### src/rtl/multicycle_control_fsm.sv
// Multicycle MIPS-subset main controller.
// Sequences FETCH/DECODE/EXECUTE/MEM/WB, drives the ALU op code and the datapath
// mux selects and write enables, resolves branches from alu_equal and raises
// illegal-instruction and arithmetic-overflow traps.
module multicycle_control_fsm #(
    parameter bit         EXC_ENABLE     = 1'b1,
    parameter logic [1:0] EXC_VECTOR_SEL = 2'b11
) (
    input  logic       clk,
    input  logic       rst,
    input  logic [5:0] opcode,
    input  logic [5:0] funct,
    input  logic       alu_zero,
    input  logic       alu_equal,
    input  logic       alu_overflow,
    output logic [2:0] alu_op,
    output logic       alu_src_a,
    output logic [1:0] alu_src_b,
    output logic [1:0] pc_src,
    output logic       pc_write,
    output logic       ir_write,
    output logic       iord,
    output logic       mem_write,
    output logic       reg_write,
    output logic       reg_dst,
    output logic       mem_to_reg,
    output logic       exception,
    output logic [1:0] exc_cause,
    output logic [3:0] state_dbg
);

    typedef enum logic [3:0] {
        FETCH    = 4'd0,
        DECODE   = 4'd1,
        MEMADR   = 4'd2,
        MEMRD    = 4'd3,
        MEMWB    = 4'd4,
        MEMWR    = 4'd5,
        RTYPE_EX = 4'd6,
        RTYPE_WB = 4'd7,
        IMM_EX   = 4'd8,
        IMM_WB   = 4'd9,
        BRANCH   = 4'd10,
        JUMP     = 4'd11,
        EXC      = 4'd12
    } state_t;

    localparam logic [5:0] OP_RTYPE = 6'b000000;
    localparam logic [5:0] OP_LW    = 6'b100011;
    localparam logic [5:0] OP_SW    = 6'b101011;
    localparam logic [5:0] OP_ADDI  = 6'b001000;
    localparam logic [5:0] OP_ANDI  = 6'b001100;
    localparam logic [5:0] OP_SLTI  = 6'b001010;
    localparam logic [5:0] OP_BEQ   = 6'b000100;
    localparam logic [5:0] OP_BNE   = 6'b000101;
    localparam logic [5:0] OP_J     = 6'b000010;

    localparam logic [1:0] CAUSE_ILLEGAL  = 2'b01;
    localparam logic [1:0] CAUSE_OVERFLOW = 2'b10;

    state_t     state_reg, state_next;
    logic [1:0] exc_cause_reg, exc_cause_next;
    logic [2:0] rtype_op;
    logic       funct_legal;
    logic [2:0] imm_op;

    // The zero flag plays no part in branch resolution (alu_equal is used).
    logic unused_alu_zero;
    assign unused_alu_zero = alu_zero;

    // R-type funct to ALU op; anything outside the table is an illegal instruction.
    always_comb begin
        funct_legal = 1'b1;
        rtype_op    = 3'b001;
        case (funct)
            6'b100100: rtype_op = 3'b000;
            6'b100000: rtype_op = 3'b001;
            6'b100010: rtype_op = 3'b010;
            6'b101010: rtype_op = 3'b011;
            6'b000010: rtype_op = 3'b100;
            6'b000011: rtype_op = 3'b101;
            6'b000000: rtype_op = 3'b110;
            default:   funct_legal = 1'b0;
        endcase
    end

    // Immediate opcode to ALU op.
    always_comb begin
        imm_op = 3'b001;
        case (opcode)
            OP_ANDI: imm_op = 3'b000;
            OP_SLTI: imm_op = 3'b011;
            default: imm_op = 3'b001;
        endcase
    end

    // State and trap-cause registers.
    always_ff @(posedge clk) begin
        if (rst) begin
            state_reg     <= FETCH;
            exc_cause_reg <= 2'b00;
        end else begin
            state_reg     <= state_next;
            exc_cause_reg <= exc_cause_next;
        end
    end

    // Next-state logic and Moore output decode (pc_write in BRANCH follows alu_equal).
    always_comb begin
        state_next     = state_reg;
        exc_cause_next = exc_cause_reg;
        alu_op         = 3'b001;
        alu_src_a      = 1'b0;
        alu_src_b      = 2'b00;
        pc_src         = 2'b00;
        pc_write       = 1'b0;
        ir_write       = 1'b0;
        iord           = 1'b0;
        mem_write      = 1'b0;
        reg_write      = 1'b0;
        reg_dst        = 1'b0;
        mem_to_reg     = 1'b0;
        exception      = 1'b0;
        case (state_reg)
            FETCH: begin
                ir_write   = 1'b1;
                pc_write   = 1'b1;
                alu_src_b  = 2'b01;
                state_next = DECODE;
            end
            DECODE: begin
                // Branch target is computed speculatively into ALUOut.
                alu_src_b = 2'b11;
                case (opcode)
                    OP_LW, OP_SW:              state_next = MEMADR;
                    OP_ADDI, OP_ANDI, OP_SLTI: state_next = IMM_EX;
                    OP_BEQ, OP_BNE:            state_next = BRANCH;
                    OP_J:                      state_next = JUMP;
                    default: begin
                        if (opcode == OP_RTYPE && funct_legal) begin
                            state_next = RTYPE_EX;
                        end else if (EXC_ENABLE) begin
                            state_next     = EXC;
                            exc_cause_next = CAUSE_ILLEGAL;
                        end else begin
                            state_next = FETCH;
                        end
                    end
                endcase
            end
            MEMADR: begin
                alu_src_a  = 1'b1;
                alu_src_b  = 2'b10;
                state_next = (opcode == OP_SW) ? MEMWR : MEMRD;
            end
            MEMRD: begin
                iord       = 1'b1;
                state_next = MEMWB;
            end
            MEMWB: begin
                reg_write  = 1'b1;
                mem_to_reg = 1'b1;
                state_next = FETCH;
            end
            MEMWR: begin
                iord       = 1'b1;
                mem_write  = 1'b1;
                state_next = FETCH;
            end
            RTYPE_EX: begin
                alu_src_a = 1'b1;
                alu_op    = rtype_op;
                if (EXC_ENABLE && alu_overflow && (rtype_op == 3'b001 || rtype_op == 3'b010)) begin
                    state_next     = EXC;
                    exc_cause_next = CAUSE_OVERFLOW;
                end else begin
                    state_next = RTYPE_WB;
                end
            end
            RTYPE_WB: begin
                reg_write  = 1'b1;
                reg_dst    = 1'b1;
                state_next = FETCH;
            end
            IMM_EX: begin
                alu_src_a = 1'b1;
                alu_src_b = 2'b10;
                alu_op    = imm_op;
                if (EXC_ENABLE && alu_overflow && opcode == OP_ADDI) begin
                    state_next     = EXC;
                    exc_cause_next = CAUSE_OVERFLOW;
                end else begin
                    state_next = IMM_WB;
                end
            end
            IMM_WB: begin
                reg_write  = 1'b1;
                state_next = FETCH;
            end
            BRANCH: begin
                alu_src_a  = 1'b1;
                alu_op     = 3'b010;
                pc_src     = 2'b01;
                pc_write   = (opcode == OP_BNE) ? !alu_equal : alu_equal;
                state_next = FETCH;
            end
            JUMP: begin
                pc_src     = 2'b10;
                pc_write   = 1'b1;
                state_next = FETCH;
            end
            EXC: begin
                exception  = 1'b1;
                pc_write   = 1'b1;
                pc_src     = EXC_VECTOR_SEL;
                state_next = FETCH;
            end
            default: state_next = FETCH;
        endcase
    end

    assign exc_cause = exc_cause_reg;
    assign state_dbg = state_reg;

endmodule
### config.mk
export PLATFORM = sky130hd
export DESIGN_NAME = multicycle_control_fsm
export DESIGN_NICKNAME = d
export VERILOG_FILES = /design/src/rtl/multicycle_control_fsm.sv
export SDC_FILE = /design/constraint.sdc
export NUM_CORES = 1
export LEC_CHECK = 0
export CAP_MARGIN = 20
export CORE_UTILIZATION = 44
export DETAILED_ROUTE_END_ITERATION = 8
export MAX_ROUTING_LAYER = met4
export PLACE_DENSITY_LB_ADDON = 0.05
export SLEW_MARGIN = 20
export SYNTH_ARGS = -nofsm -noshare
export SYNTH_HDL_FRONTEND = slang
export SYNTH_SLANG_ARGS = --single-unit
### constraint.sdc
create_clock -name clk -period 2.6 [get_ports clk]
set_input_delay 0.52 -clock clk [delete_from_list [all_inputs] [get_ports clk]]
set_output_delay 0.52 -clock clk [all_outputs]
set_load 0.02 [all_outputs]
==> Word level (Yosys, flattened, before mapping) <==
Cells that the tools add are included.
{ "word_totals": {"regBits": 6, "in_bits": 17, "word_cells": 81} }
{ "classes": {"n_eq_ne": 32, "n_mux": 27, "reduce_logical": 20} }
{ "op_table": {"columns": ["cell", "count"], "rows": [
  ["$eq 6x6->1 const B", 6],
  ["$pmux 4 s6", 1],
  ["$eq 4x4->1 const B", 5],
  ["$eq 6x2->1 const B", 3],
  ["$eq 6x4->1 const B", 3],
  ["$pmux 2 s3", 3],
  ["$pmux 3 s6", 1],
  ["$eq 4x3->1 const B", 4],
  ["$pmux 4 s4", 1],
  ["$eq 6x3->1 const B", 2],
  ["$logic_not 6->1", 2],
  ["$mux 1", 10],
  ["$pmux 3 s3", 1],
  ["$reduce_or 3->1", 3],
  ["$eq 4x2->1 const B", 2],
  ["$mux 2", 4],
  ["$mux 4", 2],
  ["$ne 2x2->1 const B", 4],
  ["$reduce_or 2->1", 4],
  ["$reduce_or 8->1", 1],
  ["$reduce_or 7->1", 1],
  ["$mux 3", 2],
  ["$reduce_and 5->1", 1],
  ["$eq 4x1->1 const B", 1],
  ["10 further kinds", 12]
]} }

==> Longest topological paths before layout <==
Gate-level depths: netlist (run 1).
{ "logic_depth": {"depth_word": 7, "mapped_depth": 6} }

==> Worst setup path after synthesis (run 1) <==
OpenSTA, ideal clock, no wires.
{ "synth_path": {"path_kind": "flip-flop to output port", "from": "register state_reg[2], in the netlist state_dbg[2]", "to": "output alu_op[1]", "arrival_time_ns": 1.780, "required_time_ns": 2.080, "path_slack_ns": 0.300, "stages_incl_launch_ff": 6, "path_cell_list": "dfxtp_1 > clkbuf_1 > nor2b_1 > nand3_1 > or3_1 > a21oi_1"} }
{ "synth_via": {"elab_chain_len": 2, "word_cells_on_any_way": 4, "classes_between": "eq/ne: 3; mux: 1"} }
{ "synth_lines": {"columns": ["element", "line_no", "rtl"], "rows": [
  ["start: declaration", "61", "state_t state_reg, state_next;"],
  ["start signal: assignment", "103", "state_reg <= state_next;"],
  ["$eq 4x4->1 / $eq 4x3->1 (equally long branches)", "124", "case (state_reg)"],
  ["$pmux 3 s3 (*)", "124", null],
  ["end: declaration", "16", "output logic [2:0] alu_op,"]
]} }
Mark *: on every way between the ends. The rest lies on a longest branch, timed or not.

==> Worst setup path after layout (run 1) <==
{ "layout_path": {"from": "input opcode[3]", "to": "output pc_write"} }
{ "layout_via": {"elab_chain_len": 3} }
{ "layout_lines": {"columns": ["element", "line_no", "rtl"], "rows": [
  ["start: declaration", "11", "input logic [5:0] opcode,"],
  ["$eq 6x3->1", "204", "pc_write = (opcode == OP_BNE) ? !alu_equal : alu_equal;"],
  ["$mux 1", "204", null],
  ["$pmux 1 s2", "124", null],
  ["end: declaration", "20", "output logic pc_write,"]
]} }
Every way passes these cells.

==> run metrics, run 1 <==
die extent in y=46.0 um; minimum clock period=2.53 ns; Worst Path Max Fanout=5; clock sink total=6; clock-pin slew of the registers on the worst-case setup and hold paths=0.05 ns; start point of the worst hold path=exc_cause[1]; fraction of final layout cells with drive strength greater than 1=21.7%; result of the run=finished clean; Largest register FFs=4; peak ir drop on the vdd network=767 uV; Placeable Area=0.00176 mm^2; startpoint-to-endpoint class of the critical path=input pin to primary output; post-placement cell count=200; flop-to-flop setup slack=0.88 ns; final critical-path share of the clock period=97.5%; maximum number of pins on one net before global-route repair=16; Setup Slack @ Placement=-0.496 ns; Setup Viol. Count Final=0; setup ws final=0.0658 ns; detail-routed net length per standard cell=13.5 um; mean cell area of the mapped netlist=6.82 um^2; total number of H-tree levels=1; gp weighted congestion=0.877; clock latency on the worst-skew pair=0.24 ns; Hold Path Cell Cnt=2; max incr delay on CP=0.38 ns; worst reg2reg endpoint=state_dbg[2]; cell row count=15; layout overhead on the synthesized area=70.5%; count of routing violations after the opening detailed-route iteration=48; hold crit path type=flip-flop to flip-flop; routed via count divided by cell count=5.77; Ant. Diodes=0; Worst setup SP type=input pin; antenna violations before repair=0; buffers plus inverters on the worst setup path=2; number of violations of the max-capacitance limit=0; cell-by-cell trace of the critical path=dlygate4sd2_1, nor2_4, nand4b_1, xnor2_1, o211a_1, or3_1, buf_6; net count after synthesis=142; die area=0.00212 mm^2; hold worst-path end=exc_cause[1]; starting utilization of the core area=48.3%; headroom to the max-slew limit=65.7%; Pint=0.514 mW; TritonCTS clock tree=built; switching component of the power=0.442 mW; Leak Pwr=0.605 nW; portion of total power attributed to the clock network=8.8%; grt total ovfl=0; utilization after layout=82.3%; largest clock skew in the final design=0.00640 ns; total half-perimeter wirelength after legalization and detailed placement=2120 um; width of the chip=46.0 um; measured slew at the worst slew-check pin=0.510 ns; number of buffers added to fix hold violations after cts=0; count of buffers from port buffering=37; number of iterations in the first detailed-routing pass=4; primary flip-flop cell chosen by synthesis mapping=sky130_fd_sc_hd__dfxtp_1; fmax=0.395 GHz; part of the total power dissipated in sequential elements=15.1%; Antenna Violating Nets Remaining=0; combinational share of power=76.1%; kind of capture point of the worst setup path=primary output; Final Instance Count excl. Fillers=205; FF+latch count, synth=6; vias in the first global route=1045; startpoint of the worst-slack reg-to-reg timing path=state_dbg[0]; Sw Ratio=46.3%; Syn Std Cell Area=852 um^2; sequential cell area fraction in the yosys report=14.1%; leading cell type in the layout, fill and taps excluded=sky130_fd_sc_hd__clkdlybuf4s50_1; number of remaining DRC errors=0; first-pass GRT wire length=4480 um; top-level port count=39; count of mapped cells out of synthesis=125; Async S/R FF share, synth=0%; detailed-route wire length=2770 um; Pwr per Cell Area=658 mW/mm^2; maximum root-to-sink buffer count=2; fill count=141; number of endpoints with negative hold slack in the final report=0; top library cells by usage in the layout, fill and taps aside=sky130_fd_sc_hd__clkdlybuf4s50_1, sky130_fd_sc_hd__buf_4, sky130_fd_sc_hd__nor2_1; total number of nets in the final design=199; Post-synth EDFFs=0; Critical Path Slowest Stage Cell=sky130_fd_sc_hd__or3_1; CP Data Required Time=2.08 ns; number of vias after detailed routing=1183; total of warnings raised by yosys=0; FF-to-FF path depth=6; number of buffers created by CTS=3; All-Layer GR Usage=28.6%; Final Max Tran Viols=0; number of unique standard cell types used by synthesis=41; CP delay by family, top=simple AND/OR/NAND/NOR gates; CP arrival=2.01 ns; clock tree root driver cell=sky130_fd_sc_hd__clkbuf_4; path length in cells of the critical path=7
==> worst max-delay path by stage <==
stage / to / slack [ns] / start
floorplan: alu_op[1] / 0.30 / state_dbg[2]
global placement: pc_write / -0.42 / opcode[3]
detailed placement: pc_write / -0.50 / opcode[3]
CTS: pc_write / -0.007 / opcode[2]
global route: pc_write / -0.03 / opcode[3]
finish: pc_write / 0.07 / opcode[3]
==> kinds of logic after synthesis <==
group | share of synthesized area, %
and+or+nand+nor | 46.0
AOI/OAI and AO/OA | 30.1
buffers and inverters | 4.55
DFF | 14.1
xor gates and xnor gates | 4.11
muxes | 1.17
==> final cells by class <==
class / instances / area, um^2 / share of cell area [%]
well taps: 25 / 31.3 / 2.15
inverters: 3 / 11.3 / 0.775
repair buffers: 59 / 538 / 37.0
flip-flops and latches: 6 / 120 / 8.27
multi-input cells: 109 / 729 / 50.2
clock buffers: 3 / 22.5 / 1.55
==> metal layers <==
metal,GRT usage [%],part of all wire [%],vias to the layer above
met3,1.59,3.3,4
met5,-,0,-
met4,7.06,1.0,0
li1,-,-,577
met1,36.8,45,562
met2,48.5,51,40
==> stage by stage <==
stage / hold WS (ns) / power, mW / TNS (ns) / area [um^2]
2_1_floorplan: 0.542 / 0.547 / 0 / 852
4_1_cts: 0.476 / 0.931 / -0.00727 / 1410
3_5_place_dp: 0.464 / 0.855 / -1.61 / 1380
3_3_place_gp: 0.461 / 0.844 / -1.40 / 1380
6_report: 0.472 / 0.956 / 0 / 1450
5_1_grt: 0.509 / 1.01 / -0.0294 / 1450
==> cell usage after synthesis, types with 2 or more instances <==
cell type | count | area share, %
sky130_fd_sc_hd__or3_1 | 4 | 2.9
sky130_fd_sc_hd__or2_2 | 2 | 1.5
sky130_fd_sc_hd__nand2_1 | 6 | 2.6
sky130_fd_sc_hd__inv_1 | 3 | 1.3
sky130_fd_sc_hd__o21ai_0 | 8 | 4.7
sky130_fd_sc_hd__o211a_1 | 2 | 2.3
sky130_fd_sc_hd__and3_1 | 2 | 1.5
sky130_fd_sc_hd__nor2_1 | 16 | 7.0
sky130_fd_sc_hd__clkbuf_1 | 6 | 2.6
sky130_fd_sc_hd__xnor2_1 | 3 | 3.1
sky130_fd_sc_hd__nor4_1 | 2 | 1.5
sky130_fd_sc_hd__nand3_1 | 3 | 1.8
sky130_fd_sc_hd__nor2b_1 | 5 | 3.7
sky130_fd_sc_hd__nor4b_1 | 5 | 5.1
sky130_fd_sc_hd__a21oi_1 | 11 | 6.5
sky130_fd_sc_hd__a31oi_1 | 2 | 1.5
sky130_fd_sc_hd__nand2b_1 | 10 | 7.3
sky130_fd_sc_hd__dfxtp_1 | 6 | 14
sky130_fd_sc_hd__nor3_1 | 7 | 4.1
==> power by group through the flow <==
| stage | clock network, mW | registers, mW | logic [mW] |
|---|---|---|---|
| CTS | 0.0861 | 0.143 | 0.701 |
| finish | 0.0841 | 0.144 | 0.728 |
| global route | 0.0889 | 0.148 | 0.778 |
| detailed placement | 0 | 0.145 | 0.710 |
| floorplan | 0 | 0.179 | 0.369 |
| global placement | 0 | 0.144 | 0.699 |
==> what timing repair did <==
action,4_1_cts,5_1_grt
cloned,0,0
gates resized for setup,16,11
setup buffers,0,2
pin swaps,2,5
hold endpoints to repair,0,0
endpoints found under the setup margin,4,3
==> tightest hold or removal path, cell delays in order, from the launching register on <==
cell and delay, ns:
sky130_fd_sc_hd__dfxtp_1 0.30, sky130_fd_sc_hd__o31ai_1 0.06, sky130_fd_sc_hd__a21oi_1 0.06
Note: power is estimated with default switching activity, not from simulation.
==> run 2, diff against run 1 <==
--- a/config.mk
+++ b/config.mk
@@ -8,6 +8,7 @@
 export CAP_MARGIN = 20
 export CORE_UTILIZATION = 44
 export DETAILED_ROUTE_END_ITERATION = 8
+export HOLD_SLACK_MARGIN = 0.15
 export MAX_ROUTING_LAYER = met4
 export PLACE_DENSITY_LB_ADDON = 0.05
 export SLEW_MARGIN = 20
==> constraint.sdc (replaced) <==
create_clock -name clk -period 2.6 [get_ports clk]
set_input_delay 0.52 -clock clk [delete_from_list [all_inputs] [get_ports clk]]
set_output_delay 0.52 -clock clk [all_outputs]
set_load 0.005 [all_outputs]
==> run 2 against run 1 <==
Final area rose by 0.17%. First-iteration DRC count down 35%. Combinational power fell by 17%. Via count is 2.3% lower. Flip-flop and latch count unchanged. Setup slack better by 0.039 ns. Sequential power is essentially flat. Non-clock buffer count is the same. Clock power is 2.5% higher. Register-to-register slack lost 0.03 ns. Largest power group unchanged.
==> run metrics, run 2 (synthesis results as in run 1) <==
Worst setup SP type=input pin; grt total ovfl=0 (unchanged); Ant. Diodes=0 (unchanged); count of buffers from port buffering=37 (unchanged); number of buffers created by CTS=3 (unchanged); Final Max Tran Viols=0 (unchanged); unrepaired setup endpoints after global routing=no; total number of nets in the final design=199 (unchanged); leading cell type in the layout, fill and taps excluded=sky130_fd_sc_hd__clkdlybuf4s50_1; layout overhead on the synthesized area=70.8%; gp weighted congestion=0.888 (+1.3%); Worst Path Max Fanout=3 (-2); startpoint-to-endpoint class of the critical path=input pin to primary output; Setup Slack @ Placement=-0.328 ns (+0.167 ns); clock-pin slew of the registers on the worst-case setup and hold paths=0.04 ns (about the same); register area=120 um^2 (unchanged); maximum number of pins on one net before global-route repair=16 (unchanged); number of vias after detailed routing=1156 (-2.3%); routed via count divided by cell count=5.64 (-2.3%); All-Layer GR Usage=30.3% (+1.6 points); clock tree root driver cell=sky130_fd_sc_hd__clkbuf_4; hold crit path type=flip-flop to flip-flop; Placeable Area=0.00176 mm^2 (unchanged); count of routing violations after the opening detailed-route iteration=31 (-35%); setup ws final=0.104 ns (+0.0386 ns); total half-perimeter wirelength after legalization and detailed placement=2230 um (+5.1%); Pwr per Cell Area=574 mW/mm^2 (-13%); top library cells by usage in the layout, fill and taps aside=sky130_fd_sc_hd__clkdlybuf4s50_1, sky130_fd_sc_hd__buf_4, sky130_fd_sc_hd__nor2_1; cell row count=15 (unchanged); clock latency on the worst-skew pair=0.24 ns (about the same); CP arrival=1.98 ns (-0.03 ns); number of remaining DRC errors=0 (unchanged); die extent in y=46.0 um (unchanged); headroom to the max-slew limit=62.1% (-3.6 points); fraction of final layout cells with drive strength greater than 1=21.1% (-0.56 points); width of the chip=46.0 um (unchanged); fill count=132 (-6.4%); flop-to-flop setup slack=0.85 ns (-0.03 ns); peak ir drop on the vdd network=699 uV (-8.9%); number of iterations in the first detailed-routing pass=4 (unchanged); result of the run=finished clean; Leak Pwr=0.600 nW (-0.81%); starting utilization of the core area=48.3% (unchanged); total number of H-tree levels=1 (unchanged); clock sink total=6 (unchanged); maximum root-to-sink buffer count=2 (unchanged); detailed-route wire length=2850 um (+3.0%); antenna violations before repair=0 (unchanged); Largest register FFs=4 (unchanged); largest clock skew in the final design=0.00187 ns (-0.00452 ns); utilization after layout=82.5% (+0.14 points); number of endpoints with negative hold slack in the final report=0 (unchanged); vias in the first global route=1073 (+2.7%); TritonCTS clock tree=built; number of violations of the max-capacitance limit=0 (unchanged); top-level port count=39 (unchanged); Final Hold Slack=0.478 ns (+0.00619 ns); CP Data Required Time=2.08 ns (about the same); fmax=0.401 GHz (+1.5%); minimum clock period=2.50 ns (-0.0386 ns); kind of capture point of the worst setup path=primary output; Antenna Violating Nets Remaining=0 (unchanged); die area=0.00212 mm^2 (unchanged); area occupied by multi-input gates=734 um^2 (+0.69%); Setup Viol. Count Final=0 (unchanged); first-pass GRT wire length=4630 um (+3.4%); final critical-path share of the clock period=96.0% (-1.5 points); measured slew at the worst slew-check pin=0.563 ns (+0.0530 ns); detail-routed net length per standard cell=13.9 um (+3.0%)
run 2: layout make-up:
type | instances | share of cell area [%]
inverters | 3 | 0.774
repair buffers | 59 | 36.8
well taps | 25 | 2.15
clock buffers | 3 | 1.55
flip-flops and latches | 6 | 8.25
multi-input cells | 109 | 50.5
run 2: where the power goes:
group	internal, mW	switching [mW]	total [mW]
Combinational	0.326	0.279	0.605
Sequential	0.122	0.0227	0.144
Clock	0.0522	0.0340	0.0862
Total	0.500	0.336	0.836
run 2: worst max-delay path: stages:
cell and delay, ns:
sky130_fd_sc_hd__clkdlybuf4s50_1 0.48, sky130_fd_sc_hd__nor3_1 0.24, sky130_fd_sc_hd__a21oi_1 0.06, sky130_fd_sc_hd__or3_1 0.31
sky130_fd_sc_hd__a21oi_1 0.13, sky130_fd_sc_hd__dlygate4sd2_1 0.24
run 2: final timing paths:
kind	from	to	depth (start not counted)
worst max-delay path	funct[3]	alu_op[1]	6
worst min-delay path	exc_cause[1]	exc_cause[1]	2
worst max register to register	state_dbg[0]	state_dbg[2]	6
worst min register to register	exc_cause[1]	exc_cause[1]	2
run 2: metrics by stage:
stage / cells / power (mW) / TNS [ns] / cell area [um^2]
2_1_floorplan: 125 / 0.440 / 0 / 852
3_3_place_gp: 201 / 0.734 / -0.974 / 1380
3_5_place_dp: 201 / 0.748 / -1.05 / 1380
4_1_cts: 205 / 0.835 / -0.109 / 1450
5_1_grt: 205 / 0.900 / 0 / 1460
6_report: 205 / 0.836 / 0 / 1460
run 2: routing by layer:
layer | vias to the layer above | wire length (um) | track usage, %
met1 | 532 | 1210 | 37.6
met4 | 0 | 17 | 4.71
met5 | - | 0 | -
li1 | 577 | - | -
met3 | 4 | 160 | 1.59
met2 | 43 | 1470 | 54.1
run 2: timing repair:
| item | 4_1_cts | 5_1_grt |
|---|---|---|
| pin swaps | 3 | 4 |
| resized for setup | 16 | 5 |
| setup endpoints to repair | 4 | 2 |
| hold endpoints to repair | 0 | 0 |
| hold buffers | 0 | 0 |
| buffers inserted | 1 | 0 |
